## src/rtl/bmp_ram_streamer.sv

```systemverilog
// -----------------------------------------------------------------------------
// bmp_ram_streamer
//
// Purpose:
//   Reads a complete BMP file back out of the frame RAM byte by byte in address
//   order, checks the BMP header on the fly, captures width/height, and emits
//   the whole file as a valid/ready byte stream.
//
// Ports:
//   clk        - clock, all logic on posedge
//   rst        - synchronous active-high reset
//   start      - one-cycle pulse, begins a read-back from IDLE/DONE/ERR
//   RAM_valid  - RAM read enable
//   RAM_addr   - RAM read address (BASE_ADDR + byte index)
//   RAM_Q      - RAM read data, valid the cycle after RAM_valid
//   out_valid  - out_data holds a file byte
//   out_ready  - sink accepts the byte (transfer = out_valid & out_ready)
//   out_data   - file byte in address order
//   out_last   - marks file byte BMP_TOTAL_SIZE-1
//   width      - header bytes 18..21, little-endian
//   height     - header bytes 22..25, little-endian
//   busy       - high while streaming
//   done       - one-cycle pulse after the out_last transfer
//   hdr_err    - sticky header error, cleared by start or rst
// -----------------------------------------------------------------------------
module bmp_ram_streamer #(
  parameter int BYTE_WIDTH     = 8,
  parameter int ADDR_WIDTH     = 20,
  parameter int BMP_TOTAL_SIZE = 786486,
  parameter int BASE_ADDR      = 0
) (
  input  logic                  clk,
  input  logic                  rst,
  input  logic                  start,
  output logic                  RAM_valid,
  output logic [ADDR_WIDTH-1:0] RAM_addr,
  input  logic [BYTE_WIDTH-1:0] RAM_Q,
  output logic                  out_valid,
  input  logic                  out_ready,
  output logic [BYTE_WIDTH-1:0] out_data,
  output logic                  out_last,
  output logic [31:0]           width,
  output logic [31:0]           height,
  output logic                  busy,
  output logic                  done,
  output logic                  hdr_err
);

  localparam int CNT_W = $clog2(BMP_TOTAL_SIZE + 1);
  localparam logic [CNT_W-1:0] TOTAL    = CNT_W'(BMP_TOTAL_SIZE);
  localparam logic [CNT_W-1:0] LAST_IDX = CNT_W'(BMP_TOTAL_SIZE - 1);

  typedef enum logic [1:0] {IDLE, RUN, DONE, ERR} state_t;

  state_t                  state_reg;
  logic [CNT_W-1:0]        rd_cnt_reg;   // reads issued
  logic [CNT_W-1:0]        wr_cnt_reg;   // bytes pushed (index of next byte to push)
  logic                    q_pend_reg;   // a read was issued last cycle, RAM_Q valid now
  logic [1:0]              count_reg;    // FIFO occupancy
  logic                    rd_ptr_reg;
  logic                    wr_ptr_reg;
  logic [31:0]             width_reg;
  logic [31:0]             height_reg;
  logic                    done_reg;
  logic                    hdr_err_reg;

  logic [BYTE_WIDTH-1:0]   fifo_data [2];
  logic                    fifo_last [2];

  logic                    run;
  logic                    pop;
  logic [1:0]              occ_after_pop;
  logic                    issue;
  logic                    hdr_bad;
  logic                    push;
  logic                    last_push;

  assign run  = (state_reg == RUN);
  assign pop  = (count_reg != 2'd0) && out_ready;

  // Occupancy net of this cycle's pop. Counting the pop lets a read go out
  // every cycle in steady state, and still guarantees that the data from the
  // read issued now finds a free slot two edges later whatever out_ready does.
  assign occ_after_pop = count_reg - {1'b0, pop};
  assign issue = run && (rd_cnt_reg < TOTAL) &&
                 ((occ_after_pop + {1'b0, q_pend_reg}) < 2'd2);

  // Header bytes are checked as they arrive, before they enter the FIFO.
  always_comb begin
    hdr_bad = 1'b0;
    if (run && q_pend_reg) begin
      if (wr_cnt_reg == CNT_W'(0)  && RAM_Q != BYTE_WIDTH'(8'h42)) hdr_bad = 1'b1;
      if (wr_cnt_reg == CNT_W'(1)  && RAM_Q != BYTE_WIDTH'(8'h4D)) hdr_bad = 1'b1;
      if (wr_cnt_reg == CNT_W'(28) && RAM_Q != BYTE_WIDTH'(8'd24)) hdr_bad = 1'b1;
      if (wr_cnt_reg == CNT_W'(29) && RAM_Q != BYTE_WIDTH'(8'd0))  hdr_bad = 1'b1;
    end
  end

  assign push      = run && q_pend_reg && !hdr_bad;
  assign last_push = (wr_cnt_reg == LAST_IDX);

  // FIFO storage carries no reset; outputs are gated by occupancy instead.
  always_ff @(posedge clk) begin
    if (push) begin
      fifo_data[wr_ptr_reg] <= RAM_Q;
      fifo_last[wr_ptr_reg] <= last_push;
    end
  end

  always_ff @(posedge clk) begin
    if (rst) begin
      state_reg   <= IDLE;
      rd_cnt_reg  <= '0;
      wr_cnt_reg  <= '0;
      q_pend_reg  <= 1'b0;
      count_reg   <= 2'd0;
      rd_ptr_reg  <= 1'b0;
      wr_ptr_reg  <= 1'b0;
      width_reg   <= '0;
      height_reg  <= '0;
      done_reg    <= 1'b0;
      hdr_err_reg <= 1'b0;
    end else begin
      done_reg <= 1'b0;
      case (state_reg)
        IDLE, DONE, ERR: begin
          if (start) begin
            state_reg   <= RUN;
            rd_cnt_reg  <= '0;
            wr_cnt_reg  <= '0;
            q_pend_reg  <= 1'b0;
            count_reg   <= 2'd0;
            rd_ptr_reg  <= 1'b0;
            wr_ptr_reg  <= 1'b0;
            width_reg   <= '0;
            height_reg  <= '0;
            hdr_err_reg <= 1'b0;
          end
        end
        RUN: begin
          if (hdr_bad) begin
            // Drop everything buffered or in flight; a byte popped this
            // same cycle has already been taken by the sink.
            state_reg   <= ERR;
            hdr_err_reg <= 1'b1;
            q_pend_reg  <= 1'b0;
            count_reg   <= 2'd0;
            rd_ptr_reg  <= 1'b0;
            wr_ptr_reg  <= 1'b0;
          end else begin
            q_pend_reg <= issue;
            if (issue) rd_cnt_reg <= rd_cnt_reg + CNT_W'(1);
            count_reg <= count_reg - {1'b0, pop} + {1'b0, push};
            if (pop) rd_ptr_reg <= ~rd_ptr_reg;
            if (push) begin
              wr_ptr_reg <= ~wr_ptr_reg;
              wr_cnt_reg <= wr_cnt_reg + CNT_W'(1);
              // Little-endian fields: shift new bytes in at the top.
              if (wr_cnt_reg >= CNT_W'(18) && wr_cnt_reg <= CNT_W'(21))
                width_reg <= {RAM_Q, width_reg[31:BYTE_WIDTH]};
              if (wr_cnt_reg >= CNT_W'(22) && wr_cnt_reg <= CNT_W'(25))
                height_reg <= {RAM_Q, height_reg[31:BYTE_WIDTH]};
            end
            if (pop && fifo_last[rd_ptr_reg]) begin
              state_reg <= DONE;
              done_reg  <= 1'b1;
            end
          end
        end
        default: state_reg <= IDLE;
      endcase
    end
  end

  assign RAM_valid = issue;
  assign RAM_addr  = ADDR_WIDTH'(BASE_ADDR) + ADDR_WIDTH'(rd_cnt_reg);
  assign out_valid = (count_reg != 2'd0);
  assign out_data  = out_valid ? fifo_data[rd_ptr_reg] : '0;
  assign out_last  = out_valid && fifo_last[rd_ptr_reg];
  assign width     = width_reg;
  assign height    = height_reg;
  assign busy      = run;
  assign done      = done_reg;
  assign hdr_err   = hdr_err_reg;

endmodule

```

## config.mk

```make
export PLATFORM = sky130hd
export DESIGN_NAME = bmp_ram_streamer
export DESIGN_NICKNAME = d
export VERILOG_FILES = /design/src/rtl/bmp_ram_streamer.sv
export SDC_FILE = /design/constraint.sdc
export NUM_CORES = 1
export LEC_CHECK = 0
export CAP_MARGIN = 20
export CELL_PAD_IN_SITES_DETAIL_PLACEMENT = 1
export CELL_PAD_IN_SITES_GLOBAL_PLACEMENT = 2
export CORE_MARGIN = 5
export CORE_UTILIZATION = 31
export DETAILED_ROUTE_END_ITERATION = 10
export GPL_TIMING_DRIVEN = 1
export PLACE_DENSITY_LB_ADDON = 0.1
export SETUP_SLACK_MARGIN = 0.05
export SYNTH_ARGS = -nofsm -noshare
export SYNTH_HDL_FRONTEND = slang
export SYNTH_SLANG_ARGS = --single-unit
export TNS_END_PERCENT = 5
```

## constraint.sdc

```tcl
create_clock -name clk -period 4.1 [get_ports clk]
set_input_delay 0.82 -clock clk [delete_from_list [all_inputs] [get_ports clk]]
set_output_delay 0.82 -clock clk [all_outputs]
set_load 0.03 [all_outputs]
```

==> flow_summary.toml <==
[outcome]
status = "finished clean"

[global_routing]
grt_pass1_wl_mm = 32.6
track_usage = 0.181
grt_max_degree = 73
antenna_found_initial = 0
grt_pass1_vias = 6135
grt_overflow = 0

[logic_synthesis]
ys_seq_elements = 132
yosysUniqueCellTypes = 57
synthTopCellsByArea = "dfxtp_1 (38%), edfxtp_1 (9.0%), nand3_1 (7.3%)"
synthCells = 712
netlist_area_sq_um = 6000
synth_edf_count = 18
yosysWarnings = 0
postSynth.asyncResetShare = 0
synth_nets = 731
synth_top_cell_by_area = "dfxtp_1"
ys.flop_type = "dfxtp_1"
yosysSeqAreaShare = 0.471
avgSynthCellArea_sq_um = 8.42
yosysTopAreaCellShare = 0.381

[layout]
n_antenna_cell = 0
nNetsFinal = 834
area.growth.synth_to_final_pct = 33.8
finish.instance_area_sq_um = 8020
multi_input_area_sq_um = 2930
seq_area_sq_um = 2820
final_layout_size_suffix_gt1_frac = 0.0870
layout_common_cells = "dfxtp_1 (114), clkdlybuf4s50_1 (107), nand2_1 (96), nand3_1 (87), a21oi_1 (85)"
n_fill_cell = 2191
mostFrequentLayoutCell = "dfxtp_1"

[cts]
cts_root_buf = "clkbuf_16"
clockBufferDepth = 2
htreeDepth = 4
clk_pin_slew_ns = 0.06
cts_tree = "yes"
cts-buffers-inserted = 17
insertion_delay_ns = 0.42
cts_resized = 0
cts.sinks = 132
cts_setup_buffers = 0
cts-hold-fix-buffers = 0

[detailed_routing]
drc_errors = 0
firstDrtPassIters = 4
vias = 5817
routed_wl_mm = 20.1
detail_route.iter0.violations = 369
viasPerCell = 5.35
ant_nets = 0
wire_per_inst_um = 18.5

[place]
dp_hpwl_mm = 14.1
port_buffers = 109
preCtsSetupSlack_ns = 0.295
place_area_sq_um = 7420
gp_congestion = 0.816

[sta]
period_minus_slack_ns = 3.84
post-route-period-util = 0.937
worst_hold_slack_ns = 0.452
clock.fmax_mhz = 260
slew_headroom = 0.369
hold_violations = 0
fin_ws_ns = 0.258
grt_setup_unrepaired = "no"
setup_viol = 0
drv_slew = 0
fin_setup_tns_ns = 0
tightest_slew_ns = 0.922
fin_skew_ns = 0.0101

[die]
core_area_sq_um = 18900
die_area_sq_um = 22200
initial_utilization = 0.317
num_rows = 50
ios = 110
die_x_um = 149
die_height_um = 149

[power_and_ir_drop]
power.density_nw_per_um2 = 386
total_leakage_power_uw = 0.00268
vdd_drop_max_v = 0.000279
p_total_uw = 3100

[critical_path]
arrival_ns = 3.02
cp-end-kind = "primary output"
worstSetupStartpointType = "flop"
required_ns = 3.28
crit_type = "reg -> out"
crit_fanout = 11

[flow_run]
max_cap_violations = 0

[hold_path]
hp-class = "reg -> reg"
-- area by class of cell --
cell class	instances	area share
clock buffers	19	0.0566
clock inverters	13	0.0168
inverters	19	0.00889
multi-input cells	512	0.366
flip-flops and latches	132	0.352
well taps	260	0.0405
repair buffers	133	0.160
-- critical path, stage by stage, from the launching register on --
cell and delay (ns):
dfxtp_1 0.36, nor2_1 0.62, nor2b_1 0.15, ha_1 0.33, nor2b_1 0.15, xnor2_1 0.10
or4_1 0.49, inv_1 0.26, buf_12 0.16
-- logic make-up (layout without fill, tap and decap cells) --
kind of cell    count (synthesis)  after routing  share of synthesized area
compound gates                170            170                      0.178
flops                         132            132                      0.471
xor+xnor                        8              8                     0.0117
mux                            11             11                     0.0186
buf+inv                        68            184                     0.0428
simple gates                  316            316                      0.264
fa+ha+maj                       7              7                     0.0146
-- worst paths after layout --
check,start,end,slack (ns),depth (start not counted)
setup / recovery,count_reg[1],RAM_valid,0.26,8
hold / removal,width[5],width[5],0.45,2
setup reg to reg,count_reg[1],rd_cnt_reg[4],0.66,10
hold reg to reg,width[5],width[5],0.45,2
-- per-layer routing --
metal  GRT usage  part of all wire  wire length [um]  vias up
li1            -                 -                 -     2806
met1       0.244              0.48              9610     2888
met2       0.294              0.47              9440      109
met3      0.0444             0.046               922       14
met4      0.0403            0.0080               161        0
met5           0                 0                 0        -
-- cell usage after synthesis, types with 3 or more instances --
master and instances:
and2_1 5, a2111oi_0 3, nand4_1 19, o31ai_1 7
xnor2_1 5, or3_1 6, nor2b_1 5, and3_1 7
nand2b_1 7, clkbuf_1 41, a31oi_1 12, buf_1 7
mux2i_1 10, o21ai_1 9, ha_1 7, inv_1 19
nor3_1 11, edfxtp_1 18, a21oi_1 85, o211ai_1 3
o21ai_0 19, a41o_1 5, nor2_1 40, xor2_1 3
or4_1 12, nand3_1 87, nor4_1 9, nand2_1 96
a211oi_1 3, dfxtp_1 114
-- metrics by stage --
stage                     utilization  instances
after floorplan                     -        712
after global placement          0.393       1055
final                           0.425       1088
after CTS                       0.424       1087
after global routing            0.425       1088
after detailed placement        0.393       1055
-- where the power goes --
part           leakage [uW]  switching, uW  internal, uW
clock network      0.000283            641           891
registers           0.00108           9.45          1320
logic               0.00132            170          67.6
Power figures use the tool's default switching activity.
